[config.mk]
export PLATFORM = sky130hd
export DESIGN_NAME = nc_ctx_ctrl
export DESIGN_NICKNAME = d
export VERILOG_FILES = /design/src/rtl/nc_ctx_ctrl_pkg.sv /design/src/rtl/nc_ctx_ctrl_line_buf.sv /design/src/rtl/nc_ctx_ctrl.sv
export SDC_FILE = /design/constraint.sdc
export NUM_CORES = 2
export LEC_CHECK = 0
export ABC_CLOCK_PERIOD_IN_PS = 5900
export CORE_MARGIN = 1.5
export CORE_UTILIZATION = 40
export DETAILED_ROUTE_END_ITERATION = 8
export GPL_ROUTABILITY_DRIVEN = 0
export PLACE_DENSITY = 0.65
export SLEW_MARGIN = 20
export SYNTH_ARGS = -nofsm -noshare
export SYNTH_HDL_FRONTEND = slang
export SYNTH_HIERARCHICAL = 1
export SYNTH_SLANG_ARGS = --single-unit
[constraint.sdc]
create_clock -name clk -period 5.9 [get_ports clk]
set_clock_uncertainty 0.1 [all_clocks]
set_input_delay 1.18 -clock clk [delete_from_list [all_inputs] [get_ports clk]]
set_output_delay 1.18 -clock clk [all_outputs]
set_load 0.02 [all_outputs]
[src/rtl/nc_ctx_ctrl_pkg.sv]
// Shared state/component encodings and block-index constants for the nC context controller.
// NC_CHROMA_EN selects the 4:2:0 build (cb/cr context stored, 40-bit line-buffer entries).
`ifndef MB_X_BITS
`define MB_X_BITS 7
`endif
`ifndef MB_Y_BITS
`define MB_Y_BITS 8
`endif

package nc_ctx_ctrl_pkg;

  localparam int NC_TC_W     = 5;
  localparam int NC_LB_DEPTH = 128;

  typedef enum logic [2:0] {
    ST_IDLE   = 3'd0,
    ST_RD     = 3'd1,
    ST_LOAD   = 3'd2,
    ST_ACTIVE = 3'd3,
    ST_WB     = 3'd4
  } state_e;

  typedef enum logic [1:0] {
    COMP_LUMA = 2'd0,
    COMP_CB   = 2'd1,
    COMP_CR   = 2'd2
  } comp_e;

  // Element 0 is the lowest output byte.
  localparam logic [3:0][3:0] LUMA_BOT   = {4'd15, 4'd14, 4'd11, 4'd10};
  localparam logic [3:0][3:0] LUMA_RIGHT = {4'd15, 4'd13, 4'd7,  4'd5};

`ifdef NC_CHROMA_EN
  localparam logic [1:0][1:0] CH_BOT   = {2'd3, 2'd2};
  localparam logic [1:0][1:0] CH_RIGHT = {2'd3, 2'd1};
  localparam int LB_FIELDS = 8;
`else
  localparam int LB_FIELDS = 4;
`endif

endpackage

[src/rtl/nc_ctx_ctrl_line_buf.sv]
// Up-row line buffer: single-port RAM with registered (1-cycle) read, contents not reset.
module nc_line_buf #(
  parameter int DEPTH = 128,
  parameter int WIDTH = 40,
  parameter int AW    = 7
) (
  input  logic             clk,
  input  logic             rdEn,
  input  logic             wrEn,
  input  logic [AW-1:0]    addr,
  input  logic [WIDTH-1:0] wrData,
  output logic [WIDTH-1:0] rdData
);

  logic [WIDTH-1:0] mem [DEPTH];

  always_ff @(posedge clk) begin
    if (wrEn) begin
      mem[addr] <= wrData;
    end else if (rdEn) begin
      rdData <= mem[addr];
    end
  end

endmodule

[src/rtl/nc_ctx_ctrl.sv]
// nC context manager: holds current/left/up TotalCoeff context and drives nC_decoding buses.
// NC_CHROMA_EN adds cb/cr context; without it chroma outputs are tied to zero.
//
// state     | meaning
// ST_IDLE   | waiting for mb_start
// ST_RD     | line-buffer read issued at mbX
// ST_LOAD   | up registers capture read data (zeros on row 0)
// ST_ACTIVE | neighbour buses valid, TotalCoeff writes accepted
// ST_WB     | bottom row to line buffer, right column to left registers
module nc_ctx_ctrl
  import nc_ctx_ctrl_pkg::*;
#(
  parameter int LB_DEPTH = NC_LB_DEPTH,
  parameter int TC_W     = NC_TC_W
) (
  input  logic                   clk,
  input  logic                   rst,
  input  logic                   mb_start,
  input  logic [`MB_X_BITS-1:0]  mb_x_in,
  input  logic [`MB_Y_BITS-1:0]  mb_y_in,
  input  logic                   mb_skip,
  input  logic                   mb_done,
  input  logic                   tc_wr,
  input  logic [1:0]             tc_comp,
  input  logic [3:0]             tc_idx,
  input  logic [4:0]             tc_val,
  output logic                   ctx_ready,
  output logic                   busy,
  output logic [31:0]            nC_up_mb,
  output logic [31:0]            nC_left_mb,
  output logic [127:0]           nC_curr_mb,
  output logic [15:0]            nC_cb_up_mb,
  output logic [15:0]            nC_cr_up_mb,
  output logic [15:0]            nC_cb_left_mb,
  output logic [15:0]            nC_cr_left_mb,
  output logic [31:0]            nC_cb_curr_mb,
  output logic [31:0]            nC_cr_curr_mb
);

  localparam int LB_W = LB_FIELDS * TC_W;

  state_e stateQ, stateD;
  logic [`MB_X_BITS-1:0] mbX;
  logic [`MB_Y_BITS-1:0] mbY;
  logic                  skipQ;

  logic [TC_W-1:0] curLuma  [16];
  logic [TC_W-1:0] upLuma   [4];
  logic [TC_W-1:0] leftLuma [4];

  logic            lbRdEn, lbWrEn;
  logic [LB_W-1:0] lbWrData, lbRdData;

  logic            wrActive;
  logic [TC_W-1:0] wrVal;

  assign wrActive = (stateQ == ST_ACTIVE) && tc_wr;
  assign wrVal    = tc_val[TC_W-1:0];

  always_comb begin
    stateD    = stateQ;
    ctx_ready = 1'b0;
    busy      = 1'b0;
    lbRdEn    = 1'b0;
    lbWrEn    = 1'b0;
    case (stateQ)
      ST_IDLE: if (mb_start) stateD = ST_RD;
      ST_RD: begin
        busy   = 1'b1;
        lbRdEn = 1'b1;
        stateD = ST_LOAD;
      end
      ST_LOAD: begin
        busy   = 1'b1;
        stateD = ST_ACTIVE;
      end
      ST_ACTIVE: begin
        ctx_ready = 1'b1;
        if (mb_done) stateD = ST_WB;
      end
      ST_WB: begin
        busy   = 1'b1;
        lbWrEn = 1'b1;
        stateD = ST_IDLE;
      end
      default: stateD = ST_IDLE;
    endcase
  end

  always_ff @(posedge clk or posedge rst) begin
    if (rst) begin
      stateQ <= ST_IDLE;
      mbX    <= '0;
      mbY    <= '0;
      skipQ  <= 1'b0;
      for (int k = 0; k < 16; k++) curLuma[k] <= '0;
      for (int i = 0; i < 4; i++) begin
        upLuma[i]   <= '0;
        leftLuma[i] <= '0;
      end
    end else begin
      stateQ <= stateD;
      case (stateQ)
        ST_IDLE: if (mb_start) begin
          mbX <= mb_x_in;
          mbY <= mb_y_in;
          for (int k = 0; k < 16; k++) curLuma[k] <= '0;
        end
        // Row 0 has no valid line-buffer data after reset
        ST_LOAD: for (int i = 0; i < 4; i++)
          upLuma[i] <= (mbY == '0) ? '0 : lbRdData[i*TC_W +: TC_W];
        ST_ACTIVE: begin
          if (wrActive && tc_comp == COMP_LUMA) curLuma[tc_idx] <= wrVal;
          if (mb_done) skipQ <= mb_skip;
        end
        ST_WB: for (int i = 0; i < 4; i++)
          leftLuma[i] <= skipQ ? '0 : curLuma[LUMA_RIGHT[i]];
        default: ;
      endcase
    end
  end

`ifdef NC_CHROMA_EN
  logic [TC_W-1:0] curCb  [4];
  logic [TC_W-1:0] curCr  [4];
  logic [TC_W-1:0] upCb   [2];
  logic [TC_W-1:0] upCr   [2];
  logic [TC_W-1:0] leftCb [2];
  logic [TC_W-1:0] leftCr [2];

  always_ff @(posedge clk or posedge rst) begin
    if (rst) begin
      for (int k = 0; k < 4; k++) begin
        curCb[k] <= '0;
        curCr[k] <= '0;
      end
      for (int i = 0; i < 2; i++) begin
        upCb[i]   <= '0;
        upCr[i]   <= '0;
        leftCb[i] <= '0;
        leftCr[i] <= '0;
      end
    end else begin
      case (stateQ)
        ST_IDLE: if (mb_start) begin
          for (int k = 0; k < 4; k++) begin
            curCb[k] <= '0;
            curCr[k] <= '0;
          end
        end
        ST_LOAD: for (int i = 0; i < 2; i++) begin
          upCb[i] <= (mbY == '0) ? '0 : lbRdData[(4+i)*TC_W +: TC_W];
          upCr[i] <= (mbY == '0) ? '0 : lbRdData[(6+i)*TC_W +: TC_W];
        end
        ST_ACTIVE: begin
          if (wrActive && tc_comp == COMP_CB) curCb[tc_idx[1:0]] <= wrVal;
          if (wrActive && tc_comp == COMP_CR) curCr[tc_idx[1:0]] <= wrVal;
        end
        ST_WB: for (int i = 0; i < 2; i++) begin
          leftCb[i] <= skipQ ? '0 : curCb[CH_RIGHT[i]];
          leftCr[i] <= skipQ ? '0 : curCr[CH_RIGHT[i]];
        end
        default: ;
      endcase
    end
  end

  for (genvar i = 0; i < 2; i++) begin : g_ch_nb
    assign nC_cb_up_mb[i*8 +: 8]   = 8'(upCb[i]);
    assign nC_cr_up_mb[i*8 +: 8]   = 8'(upCr[i]);
    assign nC_cb_left_mb[i*8 +: 8] = 8'(leftCb[i]);
    assign nC_cr_left_mb[i*8 +: 8] = 8'(leftCr[i]);
  end
  for (genvar k = 0; k < 4; k++) begin : g_ch_cur
    assign nC_cb_curr_mb[k*8 +: 8] = 8'(curCb[k]);
    assign nC_cr_curr_mb[k*8 +: 8] = 8'(curCr[k]);
  end
`else
  assign nC_cb_up_mb   = '0;
  assign nC_cr_up_mb   = '0;
  assign nC_cb_left_mb = '0;
  assign nC_cr_left_mb = '0;
  assign nC_cb_curr_mb = '0;
  assign nC_cr_curr_mb = '0;
`endif

  always_comb begin
    lbWrData = '0;
    for (int i = 0; i < 4; i++)
      lbWrData[i*TC_W +: TC_W] = skipQ ? '0 : curLuma[LUMA_BOT[i]];
`ifdef NC_CHROMA_EN
    for (int i = 0; i < 2; i++) begin
      lbWrData[(4+i)*TC_W +: TC_W] = skipQ ? '0 : curCb[CH_BOT[i]];
      lbWrData[(6+i)*TC_W +: TC_W] = skipQ ? '0 : curCr[CH_BOT[i]];
    end
`endif
  end

  for (genvar i = 0; i < 4; i++) begin : g_luma_nb
    assign nC_up_mb[i*8 +: 8]   = 8'(upLuma[i]);
    assign nC_left_mb[i*8 +: 8] = 8'(leftLuma[i]);
  end
  for (genvar k = 0; k < 16; k++) begin : g_luma_cur
    assign nC_curr_mb[k*8 +: 8] = 8'(curLuma[k]);
  end

  nc_line_buf #(
    .DEPTH (LB_DEPTH),
    .WIDTH (LB_W),
    .AW    (`MB_X_BITS)
  ) u_line_buf (
    .clk    (clk),
    .rdEn   (lbRdEn),
    .wrEn   (lbWrEn),
    .addr   (mbX),
    .wrData (lbWrData),
    .rdData (lbRdData)
  );

endmodule

* After elaboration in Yosys (flattened, before gate mapping)
Memory sizes are Yosys's and may differ from the RTL's. A register that Yosys moved wholly into a read port is not among the register bits.
Index checks and enable logic that the tools add are counted.
Widths: inputs -> output; s select.
** Word-level totals
- Register bits :: 139
- Memories kept :: 1
- Memory bits (writable) :: 2560
- Input bits :: 32
** Operators by class
- Equal/unequal tests :: 7
- Order comparisons :: 2
- Muxes and demuxes :: 26
- Reductions and logical operators :: 13
- Bitwise operators :: 2
** Memories
- u_line_buf.mem :: words 128, width 20, rd ports 1, clocked after memory_dff 1, write ports 1, line nc_ctx_ctrl_line_buf.sv:15 : logic [WIDTH-1:0] mem [DEPTH];
** Operators with widths (count)
- $mux 80 :: 2
- $pmux 80 s2 :: 1
- $bwmux 80 :: 1
- $mux 5 :: 12
- $demux 5 s4 :: 1
- $pmux 3 s4 :: 1
- $logic_not 8->1 :: 1
- $reduce_and 2->1 :: 4
- $eq 3x2->1 const B :: 2
- $mux 1 :: 6
- $mux 3 :: 2
- $ge 5x5->1 const B :: 1
- $lt 5x1->1 const B :: 1
- $not 4->5 :: 1
- $ne 2x2->1 const B :: 2
- $eq 3x1->1 const B :: 1
- $eq 3x3->1 const B :: 1
- $logic_and 1x1->1 :: 3
- $logic_not 3->1 :: 1
- $reduce_and 3->1 :: 1
- $reduce_or 3->1 :: 1
- $logic_not 2->1 :: 1
- $ne 2x1->1 const B :: 1
- $reduce_bool 2->1 :: 1
- $not 1->1 :: 1

* Logic depth before layout (Yosys ltp)
- Depth after elaboration :: 8
- Gate-level depth with buffers :: 13
- Gate-level depth less buffers :: 7

* Modules after synthesis
The synthesis kept the hierarchy.
** By module, submodules not included
- nc_line_buf :: times used 1, cells an instance 5612, area an instance 98540.8 um^2, sequential area each 77474.3 um^2
- nc_ctx_ctrl :: times used 1, cells an instance 857, area an instance 8508.2 um^2, sequential area each 3478.3 um^2

* Least setup slack after synthesis
Ideal clock, no wire load.
- Path type :: flip-flop to flip-flop
- Start point :: reg skipQ
- End point :: mem u_line_buf/mem[0][10] (netlist name) (data pin)
- Data arrival time :: 3.794 ns
- Cell stages (with the launch flop) :: 3
- Path buffers :: 1
- Slack :: 1.178 ns
- Library setup time :: 0.828 ns
- Cell sequence :: dfrtp_1 -> clkbuf_1 -> nor2b_1
** On the way
- Cells in the longest elaborated chain, start to end :: 1
** Ends and longest elaborated chain
- start: declaration :: line nc_ctx_ctrl.sv:45 : logic skipQ;
- start signal: assignment :: line nc_ctx_ctrl.sv:114 : if (mb_done) skipQ <= mb_skip;
- $mux 5 :: line nc_ctx_ctrl.sv:190 : lbWrData[i*TC_W +: TC_W] = skipQ ? '0 : curLuma[LUMA_BOT[i]];
- via lbWrData[10] :: line nc_ctx_ctrl.sv:52 : logic [LB_W-1:0] lbWrData, lbRdData;
- end: declaration :: line nc_ctx_ctrl_line_buf.sv:15
The timed path passes the listed nets, and every way through them passes these cells.

==> summary.txt <==
Min path
  – Hold WC Path Type: flip-flop to flip-flop

Placed design
  – Input/output buffers: 153
  – Placement Cell Area: 113,000 µm²
  – Post-DP HPWL: 204,000 µm

Synth
  – Ys Warns: 6
  – Synth Cell Area: 107,000 µm²
  – Predominant post-synthesis flop cell: edfxtp_1
  – Area leader, netlist: edfxtp_1
  – Ys async rst share: 5.11%
  – Leading post-synthesis cells by cell area: edfxtp_1 (72%), a221oi_1 (4.4%), dfrtp_1 (3.2%)
  – Register bit total from synthesis: 2,719
  – Commonest cells post-synth: edfxtp_1 (2,580), a221oi_1 (538), nor2_1 (442), a21oi_1 (317), clkbuf_1 (250)
  – Syn Area/Cell: 16.5 µm²
  – Most frequent cell after synthesis: edfxtp_1
  – Post-synth cell types: 80
  – Cells after synthesis: 6,469
  – Share of the synthesized area in the top cell type: 72.4%
  – Seq/Total Area, Yosys: 75.6%
  – Number of flops mapped to enable cells by yosys: 2,580

Global route
  – Initial antenna violation count: 24
  – Total GRT Usage: 24.5%
  – Global route overflow: 0
  – Vias in the first global route: 62,900
  – First-pass GRT wire length: 478,000 µm
  – Largest net degree at the start of global routing: 129

Detailed routing
  – DRC: 0
  – DRT iter0 DRCs: 11,200
  – Routed WL per cell: 32.6 µm
  – Total Routed Length: 341,000 µm
  – DRT antenna net count: 0
  – 1st-pass router iterations: 9
  – DR vias: 66,600
  – Vias per cell: 6.37

Setup path
  – WP data arrival: 5.74 ns
  – CP max FO: 75
  – Startpoint Class: flip-flop
  – CP endpoint kind: flip-flop
  – Worst path cell trace: buf_4, and2_4, buf_12, a221oi_1, o22ai_1, a22oi_1, nand4_1, nor4_1, o211ai_1
  – Slowest CP cell: nor4_1
  – R2R setup slack: 0.67 ns
  – CP required: 6.41 ns
  – Critical path type: flip-flop to flip-flop
  – CP peak stage delay: 1.03 ns

Floorplan
  – Overall die width: 520 µm
  – Initial Util: 40.3%
  – Die height: 520 µm
  – # rows: 189
  – I/O pins: 354
  – Die Footprint: 271,000 µm²
  – Core Box Area: 266,000 µm²

STA
  – Setup TNS: 0 ns
  – Final setup vio count: 0
  – Worst slew margin: 19.4%
  – RSZ-0062 raised after global routing: false
  – Final min period: 5.23 ns
  – Period utilization: 88.6%
  – Hold_ws: 0.375 ns
  – Fmax: 191 MHz
  – Fin. max-slew vios: 0
  – Worst Tran Pin Value: 1.20 ns
  – Final hold vios: 0

Cells and area
  – Share of cells above drive strength 1: 16.1%
  – Post-route cell area: 122,000 µm²
  – Area grow syn2layout: 14.0%
  – Final net count: 6,739

CTS
  – Num CTS Buffers: 287
  – Setup bufs post-CTS: 0
  – Hold buffers post-CTS: 0
  – CTS sink cnt: 2,719
  – Resize count post-CTS: 0
  – Clock Latency Late Sink: 0.93 ns
  – TritonCTS clock tree: yes
  – Max H-tree Level: 5
  – Clk slew on worst S/H paths: 0.06 ns
  – Clock Tree Root: clkbuf_16
  – CTS max path bufs: 4

Run status
  – Status: finished, final reports clean

Pwr
  – Worst vdd ir: 0.489 mV
  – LEAKAGE: 38.9 nW
  – Pwr dens: 561 nW/µm²
  – Total power: 68.5 mW

Flow run
  – Max_cap viols: 0
-- worst max-delay path: cells and delay by family (launching register included) --
| kind | cells | cell delay (ns) |
|---|---|---|
| AND/OR/NAND/NOR | 3 | 1.91 |
| flip-flops | 1 | 0.73 |
| AO/OA/AOI/OAI | 4 | 1.34 |
| buffers and inverters | 2 | 0.70 |
-- state kept, by name, summed over array words and instances (netlist names) --
name	cells
mbX	7
mbY	8
nC_curr_mb	80
nC_left_mb	20
nC_up_mb	20
skipQ	1
stateQ	3
u_line_buf/mem	2560
u_line_buf/rdData	20
-- where the power goes --
group	internal (mW)	leakage, nW	switching [mW]
clock network	9.96	4.27	7.20
logic	6.99	9.45	18.3
registers	24.8	25.1	1.16
total	41.8	38.9	26.7
-- cell type report --
class | count | area [µm²]
fillers | 22300 | 143000
flip-flops and latches | 2719 | 81000
multi-input cells | 3231 | 23700
clock buffers | 365 | 7650
well taps | 3533 | 4420
repair buffers | 460 | 4200
clock inverters | 125 | 1060
inverters | 8 | 46.3
diodes | 10 | 25.0
-- layout by cell type (no fill, tap or decap), types with 157 or more instances in the layout --
cell and count:
a221oi_1 538, nor2_1 313, edfxtp_1 2580, nand2_1 198
a22oi_1 212, buf_4 277, clkbuf_16 295, conb_1 200
mux2_2 157, a21oi_1 317, o21ai_0 180
-- per-stage QoR --
step	utilization, %	setup slack (ns)	std cells
5_1_grt	46.0	0.854	10400
2_1_floorplan	-	0.895	6668
6_report	46.0	0.673	10500
3_5_place_dp	42.7	0.986	9950
4_1_cts	45.9	0.934	10400
3_3_place_gp	42.6	1.00	9947
-- worst paths after layout --
path	depth (start not counted)	to	startpoint
worst max-delay path	9	u_line_buf/rdData[0]$_DFFE_PP_	mbX[2]$_DFFE_PP0P_
min in group asynchronous	2	nC_curr_mb[33]$_DFFE_PP0P_	rst
worst max register to register	9	u_line_buf/rdData[0]$_DFFE_PP_	mbX[2]$_DFFE_PP0P_
worst min register to register	2	nC_left_mb[4]$_DFFE_PP0P_	nC_left_mb[4]$_DFFE_PP0P_
max in group asynchronous	3	nC_left_mb[3]$_DFFE_PP0P_	rst
worst min-delay path	2	nC_left_mb[4]$_DFFE_PP0P_	nC_left_mb[4]$_DFFE_PP0P_
-- metal layers --
metal	GRT usage, %	vias to the layer above	part of all wire, %
li1	-	26600	-
met2	37.6	5211	46
met4	12.7	8	5.6
met1	32.3	33900	36
met5	0	-	0.013
met3	6.13	869	13
-- kinds of logic after synthesis --
logic type / synth area share, %
muxes: 4.52
AOI/OAI and AO/OA: 12.1
other: 0.00350
xor gates and xnor gates: 0.00818
buffers and inverters: 3.61
DFF: 75.6
and+or+nand+nor: 4.12
No activity file was read; power rests on OpenSTA's default activity.
